## src/rtl/safe_addsub_pipe.sv

```systemverilog
// safe_addsub_pipe
// Two-stage pipelined fixed-point adder/subtractor with a runtime add/sub
// select, Q-format conversion (truncate or round-half-up), saturate-or-wrap
// output and a valid/ready handshake with backpressure.
// Stage 1 registers the exact full-scale sum; stage 2 rescales it to the
// output format and registers Q/overflow.
// Optional feature macro: SAFE_ADDSUB_OVF_CNT_EN builds the overflow counter
// and sticky flag; without it ovf_count/ovf_sticky read 0 and clr_ovf is
// ignored.
module safe_addsub_pipe #(
  parameter int A_WIDTH       = 16,
  parameter int A_FRAC        = 14,
  parameter int B_WIDTH       = 16,
  parameter int B_FRAC        = 14,
  parameter int Q_WIDTH       = 16,
  parameter int Q_FRAC        = 14,
  parameter int ROUND         = 0,
  parameter int SAT           = 1,
  parameter int OVF_CNT_WIDTH = 16
) (
  input  logic                     clk,
  input  logic                     rst,
  input  logic                     in_valid,
  output logic                     in_ready,
  input  logic [A_WIDTH-1:0]       A,
  input  logic [B_WIDTH-1:0]       B,
  input  logic                     sub,
  output logic                     out_valid,
  input  logic                     out_ready,
  output logic [Q_WIDTH-1:0]       Q,
  output logic                     overflow,
  input  logic                     clr_ovf,
  output logic                     ovf_sticky,
  output logic [OVF_CNT_WIDTH-1:0] ovf_count
);

  // Full-scale format: one guard integer bit above the wider operand so the
  // sum (or difference, including -(most negative)) can never wrap.
  localparam int A_INT   = A_WIDTH - A_FRAC;
  localparam int B_INT   = B_WIDTH - B_FRAC;
  localparam int FS_INT  = ((A_INT > B_INT) ? A_INT : B_INT) + 1;
  localparam int FS_FRAC = (A_FRAC > B_FRAC) ? A_FRAC : B_FRAC;
  localparam int FS_W    = FS_INT + FS_FRAC;
  localparam int A_PAD   = FS_FRAC - A_FRAC;
  localparam int B_PAD   = FS_FRAC - B_FRAC;

  // Number of fraction bits dropped going to the output format (may be <= 0).
  localparam int D = FS_FRAC - Q_FRAC;

  // Width of the rescaled value in Q LSBs. When bits are dropped an extra
  // top bit is kept so that a rounding carry out of full scale is visible.
  localparam int V_W = (D > 0) ? (FS_W + 1 - D) : (FS_W - D);

  localparam logic [Q_WIDTH-1:0] Q_MAX = {1'b0, {(Q_WIDTH-1){1'b1}}};
  localparam logic [Q_WIDTH-1:0] Q_MIN = {1'b1, {(Q_WIDTH-1){1'b0}}};

  // ---------------------------------------------------------------------
  // Handshake
  // ---------------------------------------------------------------------
  logic s1_valid_q, s1_valid_d;
  logic out_valid_q, out_valid_d;
  logic s2_load;
  logic s1_load;

  assign s2_load  = ~out_valid_q | out_ready;
  assign s1_load  = ~s1_valid_q | s2_load;
  assign in_ready = s1_load;

  // ---------------------------------------------------------------------
  // Stage 1: align operands and form the exact full-scale sum
  // ---------------------------------------------------------------------
  logic [FS_W-1:0] a_ext;
  logic [FS_W-1:0] b_ext;
  logic [FS_W-1:0] b_addend;
  logic [FS_W-1:0] sum_c;
  logic [FS_W-1:0] s1_sum_q, s1_sum_d;

  // Sign-extend, zero-pad fractions, and negate B in two's complement for sub
  always_comb begin
    a_ext    = {{(FS_W-A_WIDTH){A[A_WIDTH-1]}}, A} << A_PAD;
    b_ext    = {{(FS_W-B_WIDTH){B[B_WIDTH-1]}}, B} << B_PAD;
    b_addend = sub ? (~b_ext + FS_W'(1)) : b_ext;
    sum_c    = a_ext + b_addend;
  end

  // ---------------------------------------------------------------------
  // Stage 2: rescale the registered sum into Q LSBs
  // ---------------------------------------------------------------------
  logic [V_W-1:0]     s2_val;
  logic [Q_WIDTH-1:0] s2_q;
  logic               s2_ovf;

  generate
    if (D > 0) begin : g_drop
      // Full-scale sum with one extra sign bit so rounding cannot wrap.
      logic [FS_W:0] s_wide;
      if (ROUND != 0) begin : g_round
        localparam logic [FS_W:0] HALF = (FS_W+1)'(1) << (D - 1);
        // Round half up: add half an output LSB, then drop D LSBs
        always_comb begin
          s_wide = {s1_sum_q[FS_W-1], s1_sum_q} + HALF;
          s2_val = V_W'(s_wide >> D);
        end
      end else begin : g_trunc
        // Truncate: drop D LSBs (arithmetic, i.e. toward minus infinity)
        always_comb begin
          s_wide = {s1_sum_q[FS_W-1], s1_sum_q};
          s2_val = V_W'(s_wide >> D);
        end
      end
    end else begin : g_pad
      localparam int NEG_D = -D;
      // Output has at least as many fraction bits: append zeros
      always_comb s2_val = V_W'(s1_sum_q) << NEG_D;
    end

    if (V_W > Q_WIDTH) begin : g_narrow
      localparam int HI_W = V_W - Q_WIDTH + 1;
      logic [HI_W-1:0] hi;
      // Out of range when the bits above the Q sign bit are not a pure sign
      // extension; then clamp or keep the low bits depending on SAT
      always_comb begin
        hi     = s2_val[V_W-1:Q_WIDTH-1];
        s2_ovf = ~((&hi) | ~(|hi));
        if (s2_ovf && (SAT != 0)) begin
          s2_q = s2_val[V_W-1] ? Q_MIN : Q_MAX;
        end else begin
          s2_q = s2_val[Q_WIDTH-1:0];
        end
      end
    end else if (V_W == Q_WIDTH) begin : g_exact
      // Output is exactly as wide as the rescaled value: never overflows
      always_comb begin
        s2_ovf = 1'b0;
        s2_q   = s2_val;
      end
    end else begin : g_widen
      // Integer widening: sign-extend, never overflows
      always_comb begin
        s2_ovf = 1'b0;
        s2_q   = {{(Q_WIDTH-V_W){s2_val[V_W-1]}}, s2_val};
      end
    end
  endgenerate

  // ---------------------------------------------------------------------
  // Pipeline registers
  // ---------------------------------------------------------------------
  logic [Q_WIDTH-1:0] result_q, result_d;
  logic               overflow_q, overflow_d;

  // Advance each stage only when the stage downstream can take its data
  always_comb begin
    s1_valid_d  = s1_valid_q;
    s1_sum_d    = s1_sum_q;
    out_valid_d = out_valid_q;
    result_d    = result_q;
    overflow_d  = overflow_q;
    if (s1_load) begin
      s1_valid_d = in_valid;
      if (in_valid) begin
        s1_sum_d = sum_c;
      end
    end
    if (s2_load) begin
      out_valid_d = s1_valid_q;
      if (s1_valid_q) begin
        result_d   = s2_q;
        overflow_d = s2_ovf;
      end
    end
  end

  // Pipeline state; reset discards every in-flight sample
  always_ff @(posedge clk or posedge rst) begin
    if (rst) begin
      s1_valid_q  <= 1'b0;
      s1_sum_q    <= '0;
      out_valid_q <= 1'b0;
      result_q    <= '0;
      overflow_q  <= 1'b0;
    end else begin
      s1_valid_q  <= s1_valid_d;
      s1_sum_q    <= s1_sum_d;
      out_valid_q <= out_valid_d;
      result_q    <= result_d;
      overflow_q  <= overflow_d;
    end
  end

  assign out_valid = out_valid_q;
  assign Q         = result_q;
  assign overflow  = overflow_q;

  // ---------------------------------------------------------------------
  // Overflow statistics
  // ---------------------------------------------------------------------
`ifdef SAFE_ADDSUB_OVF_CNT_EN
  logic [OVF_CNT_WIDTH-1:0] ovf_count_q, ovf_count_d;
  logic                     ovf_sticky_q, ovf_sticky_d;
  logic                     ovf_xfer;

  // Count overflowing samples only as they are handed downstream; a clear in
  // the same cycle as such a transfer restarts the count at one
  always_comb begin
    ovf_xfer     = out_valid_q & out_ready & overflow_q;
    ovf_count_d  = ovf_count_q;
    ovf_sticky_d = ovf_sticky_q;
    if (clr_ovf) begin
      ovf_count_d  = '0;
      ovf_sticky_d = 1'b0;
    end
    if (ovf_xfer) begin
      ovf_sticky_d = 1'b1;
      if (clr_ovf) begin
        ovf_count_d = OVF_CNT_WIDTH'(1);
      end else if (~&ovf_count_q) begin
        ovf_count_d = ovf_count_q + OVF_CNT_WIDTH'(1);
      end
    end
  end

  // Counter and sticky state
  always_ff @(posedge clk or posedge rst) begin
    if (rst) begin
      ovf_count_q  <= '0;
      ovf_sticky_q <= 1'b0;
    end else begin
      ovf_count_q  <= ovf_count_d;
      ovf_sticky_q <= ovf_sticky_d;
    end
  end

  assign ovf_count  = ovf_count_q;
  assign ovf_sticky = ovf_sticky_q;
`else
  // Statistics not built: outputs read zero and the clear is ignored.
  logic clr_ovf_unused;
  assign clr_ovf_unused = clr_ovf;
  assign ovf_count      = '0;
  assign ovf_sticky     = 1'b0;
`endif

endmodule

```

## config.mk

```make
export PLATFORM = sky130hd
export DESIGN_NAME = safe_addsub_pipe
export DESIGN_NICKNAME = d
export VERILOG_FILES = /design/src/rtl/safe_addsub_pipe.sv
export SDC_FILE = /design/constraint.sdc
export NUM_CORES = 1
export LEC_CHECK = 0
export CAP_MARGIN = 15
export CORE_ASPECT_RATIO = 0.5
export CORE_UTILIZATION = 44
export DETAILED_ROUTE_END_ITERATION = 10
export PLACE_DENSITY = 0.74
export SLEW_MARGIN = 20
export SYNTH_ARGS = -nofsm -noshare
export SYNTH_HDL_FRONTEND = slang
export SYNTH_SLANG_ARGS = --single-unit
```

## constraint.sdc

```tcl
create_clock -name clk -period 2.31 [get_ports clk]
set_input_delay 0.462 -clock clk [delete_from_list [all_inputs] [get_ports clk]]
set_output_delay 0.462 -clock clk [all_outputs]
set_load 0.02 [all_outputs]
```

Yosys cells after proc, flatten, opt, wreduce, memory -nomap -nowiden:

Index checks and enable logic that the tools add are counted.

* add/sub/neg operators: 2
* mux-type cells: 3
* bitwise operators: 8
* reductions and logical operators: 4

Operator list (number)
* 2-to-1 mux 16 bit: 2
* adder 17 x 1 -> 17 bit, second input constant: 1
* adder 17 bit: 1
* 2-to-1 mux 17 bit: 1
* inverter 17 bit: 1
* AND reduction 2 bit: 3
* inverter 1 bit: 4
* bitwise OR 1 bit: 3
* OR reduction 2 bit: 1

* flip-flop bits (word level): 36
* input bits: 38
* output and inout bits: 36
* logic and storage cells: 22

Depth between registers and ports, before layout:

* word-level depth: 4
* mapped depth: 12
* mapped depth without buffers: 11

Worst setup path before layout:

OpenSTA, ideal clock, no wires.

* path kind: input-to-reg
* start: input B[8]
* end: register s1_sum_q[15]
* setup time: 0.129 ns
* arrival: 2.881 ns
* data required time: 2.181 ns
* slack: -0.701 ns
* stages: 10
* path buffers: 0
* path through: or4_4 or3_1 o31ai_1 xnor2_1 ha_1 and2_1 and3_1 a221oi_1 or3_1 nand3_1

* longest elaborated chain between the ends: 4

RTL lines
* from (decl): RTL line 26 `input logic [B_WIDTH-1:0] B,`
* inverter 17 bit: RTL line 82 `b_addend = sub ? (~b_ext + FS_W'(1)) : b_ext;`
* adder 17 x 1 -> 17 bit: RTL line 82
* 2-to-1 mux 17 bit *: RTL line 82
* adder 17 bit *: RTL line 83 `sum_c = a_ext + b_addend;`
* to (signal assigned): RTL line 184 `s1_sum_q <= s1_sum_d;`
* to (decl): RTL line 76 `logic [FS_W-1:0] s1_sum_q, s1_sum_d;`

Every way passes the cells marked *; elsewhere a longest branch is shown, timed or not.
A chain may end at the register's enable or synchronous reset.

Final worst setup path:

* start: input B[5]
* end: register s1_sum_q[16]

The elaborated chain is that of the path after synthesis.

==> results.sh <==
export IMPL_ant_nets=0
export IMPL_port_buffers=55
export IMPL_synth_area_top_cells="dfrtp_1, ha_1, nand2_1"
export IMPL_nNetsFinal=508
export IMPL_path_clk_slew_ns=0.05
export IMPL_drv_cap=0
export IMPL_setup_violations=10
export IMPL_ir_drop_v=0.000379
export IMPL_ys_ff_latch=36
export IMPL_p_leak_nw=1.95
export IMPL_num_antenna_cells=0
export IMPL_synth_cells=325
export IMPL_muxShareOfSynthArea_pct=0
export IMPL_fp_dieH_um=57.6
export IMPL_cts_htree_levels=2
export IMPL_cts_hold_buf=0
export IMPL_gr_total_overflow=0
export IMPL_synthTopCellsByCount="nand2_1, o21ai_0, dfrtp_1, a21oi_1, ha_1"
export IMPL_setup_tns_final_ns=-4.02
export IMPL_io_pins=74
export IMPL_synth_avg_cell_area_sq_um=8.36
export IMPL_cp_slowest_cell="or4_4"
export IMPL_drc_errors=0
export IMPL_cp_cell_sequence="buf_6, or4_4, buf_4, buf_4, o31ai_4, xnor2_1, ha_2, nand2_1, o21ai_2, buf_4, a21oi_2, a211o_1, nand3_1"
export IMPL_die_area_sq_mm=0.00651
export IMPL_routedWlPerCell_um=15.9
export IMPL_yosys_area_top_type="dfrtp_1"
export IMPL_hp_class="reg2reg"
export IMPL_ys_seq_area_share_pct=33.2
export IMPL_vias_per_cell=5.50
export IMPL_synth_simple_gate_area_share_pct=17.4
export IMPL_cts_path_max_buffers=2
export IMPL_drt_total_wl_um=8340
export IMPL_grt_start_max_net_pins=37
export IMPL_cts_buffers=5
export IMPL_status="finished with violations"
export IMPL_cp_slowest_stage_delay_ns=0.53
export IMPL_synth_most_common_cell="nand2_1"
export IMPL_synth_top_family_by_area="compound AO/OA/AOI/OAI gates"
export IMPL_path_buf_inv=4
export IMPL_layout_setup_ws_ns=-0.534
export IMPL_drv_slew=0
export IMPL_setup_worst_path_class="in2reg"
export IMPL_num_rows=19
export IMPL_grt_pass1_vias=2623
export IMPL_synthXorXnorAreaFrac_pct=6.77
export IMPL_crit_top_cell="buf_4"
export IMPL_drt_pass1_iter_count=5
export IMPL_vias=2881
export IMPL_cp_arrival_ns=3.05
export IMPL_violations="setup timing"
export IMPL_max_freq_mhz=352
export IMPL_final_util_pct=76.5
export IMPL_drt_iter0_markers=157
export IMPL_path_max_fanout=6
export IMPL_finalHoldViolCount=0
export IMPL_grt_pass1_wl_um=12200
export IMPL_grtUsageTotal_pct=23.7
export IMPL_final_layout_size_suffix_gt1_share_pct=33.3
export IMPL_area_growth_pct=60.7
export IMPL_ys_types=49
export IMPL_netlist_area_sq_mm=0.00272
export IMPL_path_delay_family="compound AO/OA/AOI/OAI gates"
export IMPL_synth_compound_area_share_pct=25.6
export IMPL_ys_async_sr_fraction_pct=100
export IMPL_gp_congestion=0.814
export IMPL_yosysTopAreaCellShare_pct=33.2
export IMPL_cts_sinks=36
export IMPL_synth_edff_count=0
export IMPL_period_minus_slack_ns=2.84
export IMPL_ys_flop_type="dfrtp_1"
export IMPL_root_buffer="clkbuf_16"
export IMPL_core_area_sq_mm=0.00571
export IMPL_die_w_um=113
export IMPL_cts_tree="yes"
export IMPL_fin_skew_ns=0.00679
export IMPL_cp_end_kind="flop"
export IMPL_grt_antenna_before_repair=0
export IMPL_start_kind="input port"
export IMPL_ys_warn_count=0
export IMPL_crit_required_ns=2.52
export IMPL_hpwlAfterDp_um=5650
export IMPL_fillers=395
export IMPL_synthAdderAreaFrac_pct=9.49
export IMPL_power_density_mw_per_mm2=806
export IMPL_clk_insertion_delay_late_ns=0.28
export IMPL_fin_crit_sh_pct=123
export IMPL_start_util_pct=47.6
export IMPL_rsz0062_at_grt="yes"
cells by family (layout without fill, tap and decap cells):
kind of cell / after synthesis / in the layout
buffers and inverters: 36 / 146
AO/OA/AOI/OAI: 112 / 112
XOR/XNOR: 21 / 21
adder cells (fa/ha/maj): 20 / 20
flip-flops: 36 / 36
AND/OR/NAND/NOR: 99 / 99
other: 1 / 17
final cells by class:
class	instances	area [sq um]	share of cell area [%]
clock inverters	1	30.0	0.688
clock buffers	7	153	3.50
inverters	7	43.8	1.00
flip-flops and latches	36	901	20.6
multi-input cells	269	2000	45.8
well taps	73	91.3	2.09
repair buffers	131	1140	26.2
layout by cell type (no fill, tap or decap), types with 6 or more instances in the layout:
cell type        synthesis  routed
buf_4                   17      65
nand2_1                 60      58
clkdlybuf4s50_1          0      41
dfrtp_1                 36      36
o21ai_0                 39      27
a21oi_1                 29      23
conb_1                   1      17
ha_1                    19      14
xnor2_1                 16      13
buf_6                    0      12
a21o_1                   7       7
a21oi_2                  0       6
o21ai_2                  0       6
o21ai_1                  1       6
per-stage QoR:
step,cells,total power [mW],area [sq um],hold WS [ns],setup WS (ns)
CTS,517,3.44,4200,0.484,-0.514
finish,524,3.52,4360,0.477,-0.534
global route,524,3.72,4360,0.503,-0.634
global placement,499,2.49,3820,0.455,-1.17
detailed placement,499,2.56,3820,0.471,-1.26
floorplan,341,1.86,2910,0.440,-0.623
worst register-to-register path, stage by stage (launching register included):
cell and delay [ns]:
dfrtp_1 0.39, nand3b_1 0.17, nand2_1 0.33, buf_12 0.28, a211o_1 0.26, nand3_1 0.10
worst paths after layout:
check | to | slack [ns] | depth (start not counted) | from
setup / recovery | s1_sum_q[16] | -0.53 | 13 | B[5]
min in group asynchronous | Q[14] | 0.59 | 3 | rst
setup reg to reg | s1_sum_q[12] | 0.71 | 5 | out_valid
hold reg to reg | Q[2] | 0.48 | 2 | Q[2]
max in group asynchronous | s1_valid_q | 1.40 | 3 | rst
hold / removal | Q[2] | 0.48 | 2 | Q[2]
sequential cells by signal, summed over array words and instances (netlist names):
register	count
overflow	1
s1_sum_q	17
s1_valid_q	1
Q	16
out_valid	1
where the power goes:
group          internal [mW]  leakage, nW  switching, mW
Combinational          0.816         1.42          0.892
Clock                  0.567       0.0901          0.241
Sequential             0.858        0.440          0.142
timing repair:
item	CTS	global route
pin swaps	45	33
setup endpoints to repair	15	11
setup buffers	10	8
resized for setup	78	27
routing by layer:
| layer | global-route usage [%] | vias up | routed length [um] |
|---|---|---|---|
| li1 | - | 1389 | - |
| met1 | 32.6 | 1369 | 3760 |
| met2 | 40.4 | 109 | 4010 |
| met3 | 3.08 | 14 | 441 |
| met4 | 5.26 | 0 | 125 |
| met5 | 0 | - | 0 |
Note: power is estimated with default switching activity, not from simulation.
